**src/rtl/data_mem_arbiter_pkg.sv**
```systemverilog
// Shared constants for the data_mem arbiter: state encodings, default widths
// and the burst-length clamp helper.
package data_mem_arbiter_pkg;

  localparam logic [0:0] ARB_IDLE = 1'b0;
  localparam logic [0:0] ARB_EXT  = 1'b1;

  localparam int DEF_ADDR_W       = 8;
  localparam int DEF_DATA_W       = 16;
  localparam int DEF_LEN_W        = 4;
  localparam int DEF_MAX_BURST    = 16;
  localparam int DEF_STARVE_LIMIT = 8;

  // Requested beats-1 limited so a burst never exceeds max_burst beats.
  function automatic int clamp_len(input int len, input int max_burst);
    return (len > max_burst - 1) ? max_burst - 1 : len;
  endfunction

endpackage

```
**src/rtl/data_mem_arbiter_if.sv**
```systemverilog
// Bus bundle between CPU MEM stage, external burst loader and data_mem.
// The arbiter uses the slave modport; the surrounding system uses master.
interface data_mem_arbiter_if
  import data_mem_arbiter_pkg::*;
#(
  parameter int ADDR_W = DEF_ADDR_W,
  parameter int DATA_W = DEF_DATA_W,
  parameter int LEN_W  = DEF_LEN_W
);
  logic              cpu_req;
  logic              cpu_we;
  logic [ADDR_W-1:0] cpu_addr;
  logic [DATA_W-1:0] cpu_wdata;
  logic [DATA_W-1:0] cpu_rdata;
  logic              cpu_stall;

  logic              ext_req;
  logic              ext_we;
  logic [ADDR_W-1:0] ext_addr;
  logic [LEN_W-1:0]  ext_len;
  logic [DATA_W-1:0] ext_wdata;
  logic              ext_gnt;
  logic [DATA_W-1:0] ext_rdata;
  logic              ext_done;

  logic [ADDR_W-1:0] mem_addr;
  logic [DATA_W-1:0] mem_wdata;
  logic              mem_we;
  logic [DATA_W-1:0] mem_rdata;

  modport slave (
    input  cpu_req, cpu_we, cpu_addr, cpu_wdata,
    input  ext_req, ext_we, ext_addr, ext_len, ext_wdata,
    input  mem_rdata,
    output cpu_rdata, cpu_stall,
    output ext_gnt, ext_rdata, ext_done,
    output mem_addr, mem_wdata, mem_we
  );

  modport master (
    output cpu_req, cpu_we, cpu_addr, cpu_wdata,
    output ext_req, ext_we, ext_addr, ext_len, ext_wdata,
    output mem_rdata,
    input  cpu_rdata, cpu_stall,
    input  ext_gnt, ext_rdata, ext_done,
    input  mem_addr, mem_wdata, mem_we
  );

endinterface

```
**src/rtl/data_mem_arbiter_wait_counter.sv**
```systemverilog
// Starvation timer: counts cycles EXT waits behind a busy CPU and flags
// when the preemption threshold is reached.
module data_mem_arbiter_wait_counter
  import data_mem_arbiter_pkg::*;
#(
  parameter int STARVE_LIMIT = DEF_STARVE_LIMIT
) (
  input  logic clk,
  input  logic rst,
  input  logic inc,
  input  logic clr,
  output logic hit
);
  localparam int CNT_W = (STARVE_LIMIT > 1) ? $clog2(STARVE_LIMIT) : 1;

  logic [CNT_W-1:0] wait_cnt_reg;

  assign hit = (wait_cnt_reg == CNT_W'(STARVE_LIMIT - 1));

  always_ff @(posedge clk or negedge rst) begin
    if (!rst) begin
      wait_cnt_reg <= '0;
    end else if (clr) begin
      wait_cnt_reg <= '0;
    end else if (inc && !hit) begin
      wait_cnt_reg <= wait_cnt_reg + 1'b1;
    end
  end

endmodule

```
**src/rtl/data_mem_arbiter.sv**
```systemverilog
// Arbitrates the single data_mem port between the CPU MEM stage and an
// external burst loader. Optional counters: define MEM_ARB_PERF_EN.
module data_mem_arbiter
  import data_mem_arbiter_pkg::*;
#(
  parameter int ADDR_W       = DEF_ADDR_W,
  parameter int DATA_W       = DEF_DATA_W,
  parameter int LEN_W        = DEF_LEN_W,
  parameter int MAX_BURST    = DEF_MAX_BURST,
  parameter int STARVE_LIMIT = DEF_STARVE_LIMIT
) (
  input  logic              clk,
  input  logic              rst,
  data_mem_arbiter_if.slave bus
`ifdef MEM_ARB_PERF_EN
  ,
  output logic [15:0]       perf_stall_cnt,
  output logic [15:0]       perf_beat_cnt
`endif
);
  logic [0:0]        state_reg;
  logic [LEN_W-1:0]  beat_cnt_reg;
  logic [LEN_W-1:0]  len_reg;
  logic [ADDR_W-1:0] base_reg;
  logic              we_reg;

  logic              in_ext;
  logic              grant;
  logic              last_beat;
  logic              starve_hit;
  logic              we_mux;
  logic [DATA_W-1:0] wdata_mux;

  assign in_ext    = (state_reg == ARB_EXT);
  assign last_beat = in_ext && (beat_cnt_reg == len_reg);
  assign grant     = !in_ext && bus.ext_req && (!bus.cpu_req || starve_hit);

  data_mem_arbiter_wait_counter #(
    .STARVE_LIMIT (STARVE_LIMIT)
  ) u_wait_counter (
    .clk (clk),
    .rst (rst),
    .inc (!in_ext && bus.ext_req && bus.cpu_req),
    .clr (!bus.ext_req || grant || in_ext),
    .hit (starve_hit)
  );

  always_ff @(posedge clk or negedge rst) begin
    if (!rst) begin
      state_reg    <= ARB_IDLE;
      beat_cnt_reg <= '0;
      len_reg      <= '0;
      base_reg     <= '0;
      we_reg       <= 1'b0;
    end else if (grant) begin
      state_reg    <= ARB_EXT;
      beat_cnt_reg <= '0;
      len_reg      <= LEN_W'(clamp_len(int'(bus.ext_len), MAX_BURST));
      base_reg     <= bus.ext_addr;
      we_reg       <= bus.ext_we;
    end else if (in_ext) begin
      beat_cnt_reg <= beat_cnt_reg + 1'b1;
      if (last_beat) begin
        state_reg <= ARB_IDLE;
      end
    end
  end

  // CPU owns the port by default; during a burst the address walks and wraps.
  always_comb begin
    bus.mem_addr  = bus.cpu_addr;
    wdata_mux     = bus.cpu_wdata;
    we_mux        = bus.cpu_req & bus.cpu_we;
    bus.cpu_stall = 1'b0;
    if (in_ext) begin
      bus.mem_addr  = base_reg + ADDR_W'(beat_cnt_reg);
      wdata_mux     = bus.ext_wdata;
      we_mux        = we_reg;
      bus.cpu_stall = bus.cpu_req;
    end
  end

  // Gating with rst keeps data_mem from being written while reset is held.
  assign bus.mem_we    = rst & we_mux;
  assign bus.mem_wdata = wdata_mux;
  assign bus.ext_gnt   = in_ext;
  assign bus.ext_done  = last_beat;
  assign bus.cpu_rdata = bus.mem_rdata;
  assign bus.ext_rdata = bus.mem_rdata;

`ifdef MEM_ARB_PERF_EN
  always_ff @(posedge clk or negedge rst) begin
    if (!rst) begin
      perf_stall_cnt <= '0;
      perf_beat_cnt  <= '0;
    end else begin
      if (bus.cpu_stall && (perf_stall_cnt != 16'hFFFF)) begin
        perf_stall_cnt <= perf_stall_cnt + 16'd1;
      end
      if (in_ext) begin
        perf_beat_cnt <= perf_beat_cnt + 16'd1;
      end
    end
  end
`endif

endmodule

```
**src/flat_wrapper.sv**
```systemverilog
// flat-port wrapper written by rule: the top's interface ports become plain ports
module data_mem_arbiter_flat import data_mem_arbiter_pkg::*;
#(
  parameter int ADDR_W       = DEF_ADDR_W,
  parameter int DATA_W       = DEF_DATA_W,
  parameter int LEN_W        = DEF_LEN_W,
  parameter int MAX_BURST    = DEF_MAX_BURST,
  parameter int STARVE_LIMIT = DEF_STARVE_LIMIT
)
  (clk, rst, bus_cpu_req, bus_cpu_we, bus_cpu_addr, bus_cpu_wdata, bus_ext_req, bus_ext_we, bus_ext_addr, bus_ext_len, bus_ext_wdata, bus_mem_rdata, bus_cpu_rdata, bus_cpu_stall, bus_ext_gnt, bus_ext_rdata, bus_ext_done, bus_mem_addr, bus_mem_wdata, bus_mem_we);
  data_mem_arbiter_if #(.ADDR_W(ADDR_W), .DATA_W(DATA_W), .LEN_W(LEN_W)) bus_i ();
  input  logic clk;
  input  logic rst;
  input wire logic [$bits(bus_i.cpu_req)-1:0] bus_cpu_req;
  input wire logic [$bits(bus_i.cpu_we)-1:0] bus_cpu_we;
  input wire logic [$bits(bus_i.cpu_addr)-1:0] bus_cpu_addr;
  input wire logic [$bits(bus_i.cpu_wdata)-1:0] bus_cpu_wdata;
  input wire logic [$bits(bus_i.ext_req)-1:0] bus_ext_req;
  input wire logic [$bits(bus_i.ext_we)-1:0] bus_ext_we;
  input wire logic [$bits(bus_i.ext_addr)-1:0] bus_ext_addr;
  input wire logic [$bits(bus_i.ext_len)-1:0] bus_ext_len;
  input wire logic [$bits(bus_i.ext_wdata)-1:0] bus_ext_wdata;
  input wire logic [$bits(bus_i.mem_rdata)-1:0] bus_mem_rdata;
  output wire logic [$bits(bus_i.cpu_rdata)-1:0] bus_cpu_rdata;
  output wire logic [$bits(bus_i.cpu_stall)-1:0] bus_cpu_stall;
  output wire logic [$bits(bus_i.ext_gnt)-1:0] bus_ext_gnt;
  output wire logic [$bits(bus_i.ext_rdata)-1:0] bus_ext_rdata;
  output wire logic [$bits(bus_i.ext_done)-1:0] bus_ext_done;
  output wire logic [$bits(bus_i.mem_addr)-1:0] bus_mem_addr;
  output wire logic [$bits(bus_i.mem_wdata)-1:0] bus_mem_wdata;
  output wire logic [$bits(bus_i.mem_we)-1:0] bus_mem_we;
  assign bus_i.cpu_req = bus_cpu_req;
  assign bus_i.cpu_we = bus_cpu_we;
  assign bus_i.cpu_addr = bus_cpu_addr;
  assign bus_i.cpu_wdata = bus_cpu_wdata;
  assign bus_i.ext_req = bus_ext_req;
  assign bus_i.ext_we = bus_ext_we;
  assign bus_i.ext_addr = bus_ext_addr;
  assign bus_i.ext_len = bus_ext_len;
  assign bus_i.ext_wdata = bus_ext_wdata;
  assign bus_i.mem_rdata = bus_mem_rdata;
  assign bus_cpu_rdata = bus_i.cpu_rdata;
  assign bus_cpu_stall = bus_i.cpu_stall;
  assign bus_ext_gnt = bus_i.ext_gnt;
  assign bus_ext_rdata = bus_i.ext_rdata;
  assign bus_ext_done = bus_i.ext_done;
  assign bus_mem_addr = bus_i.mem_addr;
  assign bus_mem_wdata = bus_i.mem_wdata;
  assign bus_mem_we = bus_i.mem_we;
  data_mem_arbiter #(.ADDR_W(ADDR_W), .DATA_W(DATA_W), .LEN_W(LEN_W), .MAX_BURST(MAX_BURST), .STARVE_LIMIT(STARVE_LIMIT)) u_core (.clk(clk), .rst(rst), .bus(bus_i));
endmodule
```
**config.mk**
```make
export PLATFORM = sky130hd
export DESIGN_NAME = data_mem_arbiter_flat
export DESIGN_NICKNAME = d
export VERILOG_FILES = /design/src/rtl/data_mem_arbiter_pkg.sv /design/src/rtl/data_mem_arbiter_if.sv /design/src/rtl/data_mem_arbiter_wait_counter.sv /design/src/rtl/data_mem_arbiter.sv /design/src/flat_wrapper.sv
export SDC_FILE = /design/constraint.sdc
export NUM_CORES = 1
export LEC_CHECK = 0
export CORE_MARGIN = 2
export CORE_UTILIZATION = 36
export DETAILED_ROUTE_END_ITERATION = 10
export PLACE_DENSITY = 0.87
export SETUP_SLACK_MARGIN = 0.5
export SYNTH_ARGS = -nofsm -noshare
export SYNTH_HDL_FRONTEND = slang
export SYNTH_SLANG_ARGS = --single-unit
```
**constraint.sdc**
```tcl
create_clock -name clk -period 4.1 [get_ports clk]
set_input_delay 0.82 -clock clk [delete_from_list [all_inputs] [get_ports clk]]
set_output_delay 0.82 -clock clk [all_outputs]
set_load 0.05 [all_outputs]
```
==> out/metrics.cfg <==
[clocking]
clk_pin_slew_ns = 0.08
postCtsSetupRepairBufs = 0
htree_num_levels = 1
cts-root-buf = clkbuf_8
cts_buffer_depth = 2
cts_tree = yes
clkSinkCount = 21
insertion_delay_ns = 0.26
cts_buffers = 3

[global_routing]
gr-usage-met3_pct = 2.917
antenna_found_initial = 0
grt_pass1_wl_um = 6168
grt_pass1_vias = 1364
grt_max_degree = 32
grt-ovfl-total = 0
grt_use_total_pct = 14.77
grt_busiest_layer = met2
use_met2_pct = 27.12
gr-usage-met1_pct = 17.44

[timing]
rsz0062_at_grt = false
relSlewSlack_pct = 47.86
timing.setup.tns_ns = 0
finalSetupViolCount = 0
max_freq_ghz = 0.2974
min_period_ns = 3.363
tightestPinTransition_ns = 0.7821
hold_viol = 0
final_max_slew_viol_count = 0
finalClockSkew_ns = 0.005074
period_share_pct = 82.02

[yosys]
ys_seq_elements = 21
async_flop_share_pct = 100.0
post_synth.cell_area_avg_um2 = 10.10
synth_warnings = 0
ys.flop_type = dfrtp_1
yosys.cell_types.count = 39
yosysSeqAreaShare_pct = 31.34
synth_nets = 248
syn-cell-area_um2 = 1677
synth_edf_count = 0
syn_inst = 166

[layout]
area_growth_pct = 41.57
fill_cells = 406
multiInputGateArea_um2 = 850.8
layout_common_cells = clkdlybuf4s50_1 (81), mux2_2 (30), dfrtp_1 (21)
drive_gt1_share_pct = 18.26
ff_latch_area_um2 = 525.5
antenna_cells = 0
nets = 302
layout_commonest_cell = clkdlybuf4s50_1
largest_reg_flops = 8

[die]
die_area_um2 = 5219
boundaryPins = 134
fp.dieW_um = 72.25
initial_utilization_pct = 37.98
core-area_um2 = 4414
die_y_um = 72.25
rows = 24

[detailed_routing]
drt-initial-drc-count = 32
wl_um = 3672
drt-wirelength-per-cell_um = 13.55
drc = 0
via_per_inst = 4.742
num_vias = 1285
ant_nets = 0
drt_first_pass_iters = 4

[setup_path]
critPathKind = flip-flop to primary output
start_kind = flip-flop
path_max_fanout = 6
required_ns = 3.28
path_cells = ha_1 > inv_1 > fa_1 > xnor2_1 > mux2_2 > clkdlybuf4s50_1
critPathCaptureType = primary output
path_buf_inv = 2
cpPeakStageDelay_ns = 0.80
arrival_ns = 2.54
cp_slowest_cell = clkdlybuf4s50_1
cp_top_family = buffers and inverters

[power_and_ir_drop]
peakVddDrop_mv = 0.2973
power.density_nw_per_um2 = 796.5
finalPower_mw = 1.890
total_leakage_power_nw = 1.027

[outcome]
outcome = finished clean

[placed_design]
hpwl_um = 2921
gp_congestion = 0.7447
numPortBuffers = 85

[job]
drv_cap = 0

[min_path]
hold_path_class = flip-flop to flip-flop

## kinds of logic (layout without fill, tap and decap cells)
| group | after synthesis | count (layout) | synth area share, % |
|---|---|---|---|
| AND/OR/NAND/NOR | 36 | 36 | 11.05 |
| adder cells (fa/ha/maj) | 8 | 8 | 6.418 |
| buffers and inverters | 43 | 96 | 17.91 |
| XOR/XNOR | 8 | 8 | 4.179 |
| flip-flops | 21 | 21 | 31.34 |
| AO/OA/AOI/OAI | 19 | 19 | 8.359 |
| multiplexers | 31 | 31 | 20.75 |
## routing by layer
layer,wire [µm],share of wire [%],up-vias
li1,-,-,660
met1,1559,42,590
met2,1883,51,33
met3,214,5.8,2
met4,15,0.41,0
met5,0,0,-
## timing repair
| item | in CTS | in global routing |
|---|---|---|
| endpoints found under the setup margin | 1 | 2 |
| gates resized for setup | 1 | 2 |
| hold endpoints to repair | 0 | 0 |
| hold buffers | 0 | 0 |
## Yosys cell counts, drive strengths merged, types with 2 or more instances
cell / instances / share of area, %
a21oi: 2 / 0.60
and2: 5 / 1.9
buf: 37 / 17
dfrtp: 21 / 31
ha: 7 / 5.2
inv: 5 / 1.1
mux2: 30 / 20
nand2: 10 / 2.2
nand4: 4 / 1.5
nor2: 6 / 1.3
nor3: 2 / 0.60
nor4: 3 / 1.1
o21ai: 4 / 1.2
o31ai: 2 / 0.90
xor2: 7 / 3.7
## per-stage QoR
stage | utilization (%) | setup WS (ns) | hold slack [ns] | area (µm²) | cells
detailed placement | 52.64 | 0.7998 | 0.4490 | 2323 | 267
CTS | 53.66 | 0.5886 | 0.4589 | 2369 | 271
global placement | 52.64 | 0.8523 | 0.4367 | 2323 | 267
floorplan | - | 1.030 | 0.4141 | 1677 | 166
global route | 53.77 | 0.5653 | 0.4782 | 2374 | 271
finish | 53.77 | 0.7371 | 0.4523 | 2374 | 271
## where the power goes
group	total, mW	internal (mW)	switching [mW]
Sequential	0.396	0.297	0.0992
Clock	0.132	0.0676	0.0646
Combinational	1.36	0.551	0.811
Total	1.89	0.916	0.975
## final timing paths
kind                                                              startpoint                                                 to  slack, ns  depth (start not counted)
hold reg to reg            u_core.u_wait_counter.wait_cnt_reg[0]$_DFFE_PN0P_  u_core.u_wait_counter.wait_cnt_reg[0]$_DFFE_PN0P_       0.45                          1
min in group asynchronous                                                rst                     u_core.base_reg[0]$_DFFE_PN0P_       0.93                          2
setup / recovery                          u_core.beat_cnt_reg[0]$_DFFE_PN0P_                                    bus_mem_addr[2]       0.74                          6
setup reg to reg           u_core.u_wait_counter.wait_cnt_reg[0]$_DFFE_PN0P_                      u_core.len_reg[3]$_DFFE_PN0P_       2.10                          5
max in group asynchronous                                                rst  u_core.u_wait_counter.wait_cnt_reg[1]$_DFFE_PN0P_       2.95                          2
hold / removal             u_core.u_wait_counter.wait_cnt_reg[0]$_DFFE_PN0P_  u_core.u_wait_counter.wait_cnt_reg[0]$_DFFE_PN0P_       0.45                          1
## area by class of cell
cell class	instances	area share, %
Clock buffer	3	1.740
Clock inverter	1	0.2109
Inverter	5	0.7907
Multi-Input combinational cell	102	35.85
Sequential cell	21	22.14
Tap cell	52	2.741
Timing Repair Buffer	87	36.53
Power figures use the tool's default switching activity.
==> variant 1: new RTL, same flow settings <==
Change the package constant `DEF_STARVE_LIMIT` from 8 to 16.
--- a/src/rtl/data_mem_arbiter_pkg.sv
+++ b/src/rtl/data_mem_arbiter_pkg.sv
@@ -10,5 +10,5 @@
   localparam int DEF_LEN_W        = 4;
   localparam int DEF_MAX_BURST    = 16;
-  localparam int DEF_STARVE_LIMIT = 8;
+  localparam int DEF_STARVE_LIMIT = 16;
 
   // Requested beats-1 limited so a burst never exceeds max_burst beats.
Check against the original RTL: not equivalent (a bounded check fails within 10 cycles, from zero or initial values and one cycle with rst low).
==> variant 1 against the original RTL <==
- setup slack got worse by 0.13 ns
- cell area grew 2.3%
- synthesized cell count up 3.0%
- synthesized area up 2.0%
- register-to-register slack better by 0.16 ns
- first-iteration DRC count down 69%
- count of clock-buffer cells in the layout grew 1
- clock skew shrank 0.0024 ns
- sequential share of layout area grew 0.53 points
- total power up 6.2%
- routed wire length is 12% higher
- sequential cell count increased by 1
- critical path type unchanged
- critical endpoint is now bus_mem_addr[5]
==> variant 1: results (changes against the original RTL) <==
| Metric | Value |
|---|---|
| Initial drt markers | 10 (-69%) |
| TritonRoute pass-1 iters | 6 (+2) |
| Distinct cells, synth | 38 (-2.6%) |
| Routed WL | 4100 um (+12%) |
| Placer's final routability congestion estimate | 0.824 (+11%) |
| Critical Path End | bus_mem_addr[5] |
| Clock power share | 7.8% (+0.8 points) |
| Reg2reg start | u_core.bus.ext_gnt |
| Outcome | finished, final reports clean |
| Total GRT Usage | 15.5% (+0.76 points) |
| Root Buffer | clkbuf_8 |
| Clock skew | 0.00263 ns (-0.00244 ns) |
| Slew @ Worst Pin | 0.608 ns (-0.174 ns) |
| Fill count | 416 (+2.5%) |
| R2R Setup Slk | 2.26 ns (+0.16 ns) |
| Largest net degree at the start of global routing | 24 (-25%) |
| GR met2 Demand/Resource | 27.5% (+0.36 points) |
| Sequential fraction of the synthesis area | 32.2% (+0.84 points) |
| # nets final | 307 (+1.7%) |
| Met3 global-route usage | 2.21% (-0.71 points) |
| Crit path DAT | 2.67 ns (+0.13 ns) |
| Hold-critical path depth | 1 (unchanged) |
| Met1 GRT Util | 18.9% (+1.5 points) |
| Worst VDD drop | 493 uV (+66%) |
| Syn nets | 252 (+1.6%) |
| Vias in the first global route | 1449 (+6.2%) |
| Commonest cells post-synth | 33 x buf_4, 30 x mux2_2, 22 x dfrtp_1 |
| Maximum fanout along the worst path | 5 (-1) |
| Vias/cell | 5.17 (+9.0%) |
| Share of cells above drive strength 1 | 18.7% (+0.40 points) |
| Worst reg2reg endpoint | u_core.beat_cnt_reg[0] |
| Switch Pwr | 1.04 mW (+6.5%) |
| P_leak | 1.03 nW (+0.61%) |
| First-pass GRT wire length | 6420 um (+4.0%) |
| Power Sequential | 0.421 mW (+6.3%) |
| Power Density | 827 nW/um2 (+3.8%) |
| DPL Wire Length | 3300 um (+13%) |
| Reg2Reg Depth | 5 (unchanged) |
| Critical path launch point | u_core.beat_cnt_reg[1] |
| Synth area leaders | dfrtp_1 32%, mux2_2 20%, buf_4 14% |
-- variant 1: cell count changes in the layout (fill, tap and decap cells not counted), sizes merged, moves of 2 or more --
cell / before / now
buf: 3 / 5
and2: 5 / 3
nor2: 6 / 10
nand3: 1 / 4
-- variant 1: routing by layer --
layer	up-vias	share of wire, %
li1	672	-
met2	76	49
met1	687	41
met3	7	8.6
met4	0	1.8
met5	-	0
-- variant 1: what timing repair did --
item                       4_1_cts  5_1_grt
setup endpoints to repair        0        2
resized for setup                0        2
hold endpoints to repair         0        0
-- variant 1: through the flow --
| step | worst slack [ns] | util [%] | instances | cell area (um2) | hold WS (ns) |
|---|---|---|---|---|---|
| 2_1_floorplan | 1.06 | - | 171 | 1710 | 0.433 |
| 3_3_place_gp | 0.861 | 50.8 | 275 | 2370 | 0.447 |
| 3_5_place_dp | 0.800 | 50.8 | 275 | 2370 | 0.460 |
| 4_1_cts | 0.504 | 52.0 | 279 | 2420 | 0.471 |
| 5_1_grt | 0.557 | 52.1 | 279 | 2430 | 0.494 |
| 6_report | 0.606 | 52.1 | 279 | 2430 | 0.469 |
-- variant 1: worst max-delay path: stages (launching register included) --
cell and delay, ns:
dfrtp_1 0.45, ha_1 0.32, a211o_2 0.35, o211ai_2 0.13, nand4_1 0.15, o311ai_1 0.12, clkdlybuf4s50_1 0.88
-- variant 1: area by class of cell --
class	count	area share, %
multi-input combinational	105	35.4
inverter	6	0.927
sequential	22	22.7
tap	54	2.78
clock buffer	4	2.27
timing repair buffer	88	36.0
-- variant 1: logic make-up after synthesis --
kind of cell	synth area share (%)
AO/OA/AOI/OAI	8.63
XOR/XNOR	5.12
adder cells (fa/ha/maj)	5.56
buffers and inverters	17.6
flip-flops	32.2
multiplexers	20.3
AND/OR/NAND/NOR	10.6
==> variant 2: new RTL, same flow settings <==
Without the edit above. Change the package constant `DEF_MAX_BURST` from 16 to 12.
--- a/src/rtl/data_mem_arbiter_pkg.sv
+++ b/src/rtl/data_mem_arbiter_pkg.sv
@@ -9,5 +9,5 @@
   localparam int DEF_DATA_W       = 16;
   localparam int DEF_LEN_W        = 4;
-  localparam int DEF_MAX_BURST    = 16;
+  localparam int DEF_MAX_BURST    = 12;
   localparam int DEF_STARVE_LIMIT = 8;
 
Function: no difference found for any inputs over 10 cycles, from zero or initial values and one cycle with rst low; that may be too few to reach the edited logic, so the function may still have changed.
==> variant 2 against the original RTL <==
- total power rose by 1.5%
- cell area rose by 0.37%
- synthesized area is 0.15% lower
- sequential cell count did not move
- sequential share of layout area fell by 0.081 points
- non-clock buffer count did not move
- maximum frequency is 0.74% lower
- setup slack got worse by 0.025 ns
- register-to-register slack got worse by 0.06 ns
- first-iteration DRC count rose by 38%
- routed wire length increased by 9.3%
- worst hold slack improved by 0.0031 ns
- largest power group unchanged
- highest routed layer unchanged
==> variant 2: results (changes against the original RTL) <==
| Metric | Value |
|---|---|
| Clock skew | 0.00184 ns (-0.00324 ns) |
| WL/cell | 14.5 um (+7.0%) |
| Clock network area share | 1.89% (-0.060 points) |
| Vias in the first global route | 1417 (+3.9%) |
| Met2 wire len | 2090 um (+11%) |
| Syn nets | 254 (+2.4%) |
| DPL Wire Length | 3250 um (+11%) |
| Worst skew pair latency | 0.27 ns |
| Initial drt markers | 44 (+38%) |
| # nets final | 308 (+2.0%) |
| Comb_multi_in | 107 (+4.9%) |
| Design Area, Final | 2380 um2 (+0.37%) |
| Vias/cell | 4.84 (+2.2%) |
| Largest net degree at the start of global routing | 29 (-9.4%) |
| Outcome | finished, final reports clean |
| Placer's final routability congestion estimate | 0.814 (+9.3%) |
| Worst VDD drop | 442 uV (+49%) |
| Fill count | 419 (+3.2%) |
| Via count | 1342 (+4.4%) |
| Mapped Cells | 172 (+3.6%) |
| Crit path DAT | 2.57 ns (+0.03 ns) |
| P_leak | 1.03 nW (-0.15%) |
| Placed Area | 2330 um2 (+0.43%) |
| Multi-input combinational area share | 36.0% (+0.13 points) |
| Metal1 wirelength | 1710 um (+9.6%) |
| Path type of the worst min-delay path | reg -> reg |
| WL met3 | 181 um (-15%) |
| Distinct cells, synth | 40 (+2.6%) |
| CTS Buf Count | 3 (unchanged) |
| Main synth FF type | dfrtp_1 |
| DP Worst Slack | 0.755 ns (-0.0453 ns) |
| Share of cells above drive strength 1 | 15.1% (-3.2 points) |
| Seq area share | 22.1% (-0.081 points) |
| Total GRT Usage | 16.3% (+1.6 points) |
| Layout buffer count excluding clock buffers | 87 (unchanged) |
| Sequential fraction of the synthesis area | 31.4% (+0.047 points) |
| Initial antenna violation count | 0 (unchanged) |
| Cells after DPL | 273 (+2.2%) |
| Number of synthesized register bits | 21 (unchanged) |
| Commonest cells post-synth | 32 x buf_4, 25 x mux2_2, 21 x dfrtp_1 |
| Maximum fanout along the worst path | 5 (-1) |
| First-pass GRT wire length | 6700 um (+8.6%) |
| Synth area leaders | dfrtp_1 31%, mux2_2 17%, buf_4 14% |
| NonClk Buf Share | 36.4% (-0.13 points) |
| Inverters | 6 (+1) |
| Clock buf count | 4 (+1) |
| Post-synthesis async set-or-reset flop share | 100% (unchanged) |
| Slew @ Worst Pin | 0.830 ns (+0.0476 ns) |
[variant 2: cell count changes after synthesis, sizes merged]
cell    change
a21oi       +4
inv         +1
mux2        -3
nand3b      +1
nor2        +2
o21ai       +1
[variant 2: metal layers]
layer | vias to the layer above | GRT usage [%]
li1 | 682 | -
met1 | 628 | 20.5
met2 | 25 | 28.3
met3 | 7 | 3.19
met4 | 0 | 5.03
met5 | - | 0
[variant 2: where the power goes]
part           switching, mW  internal (mW)
sequential             0.101          0.297
clock                 0.0686         0.0694
combinational          0.831          0.551
[variant 2: kinds of logic after synthesis]
| kind of cell | Yosys count | share of synthesized area, % |
|---|---|---|
| mux | 28 | 18.8 |
| compound gates | 24 | 9.87 |
| fa+ha+maj | 8 | 6.43 |
| flops | 21 | 31.4 |
| xor+xnor | 8 | 4.19 |
| simple gates | 39 | 12.0 |
| buf+inv | 44 | 17.4 |
[variant 2: worst paths after layout]
check                                                           start                                    end  slack (ns)  depth (start not counted)
worst min-delay path            u_core.u_wait_counter.wait_cnt_reg[0]  u_core.u_wait_counter.wait_cnt_reg[0]        0.46                          1
min in group asynchronous                                         rst  u_core.u_wait_counter.wait_cnt_reg[1]        0.89                          2
worst max register to register                     u_core.bus.ext_gnt                     u_core.base_reg[4]        2.04                          3
worst max-delay path                           u_core.beat_cnt_reg[1]                        bus_mem_addr[5]        0.71                          6
worst min register to register  u_core.u_wait_counter.wait_cnt_reg[0]  u_core.u_wait_counter.wait_cnt_reg[0]        0.46                          1
max in group asynchronous                                         rst                     u_core.base_reg[4]        2.99                          2
[variant 2: critical path, stage by stage, from the launching register on]
cell,delay (ns)
dfrtp_1,0.44
ha_1,0.32
a211o_2,0.34
o211ai_2,0.12
nand4_1,0.13
o311ai_1,0.10
clkdlybuf4s50_1,0.84
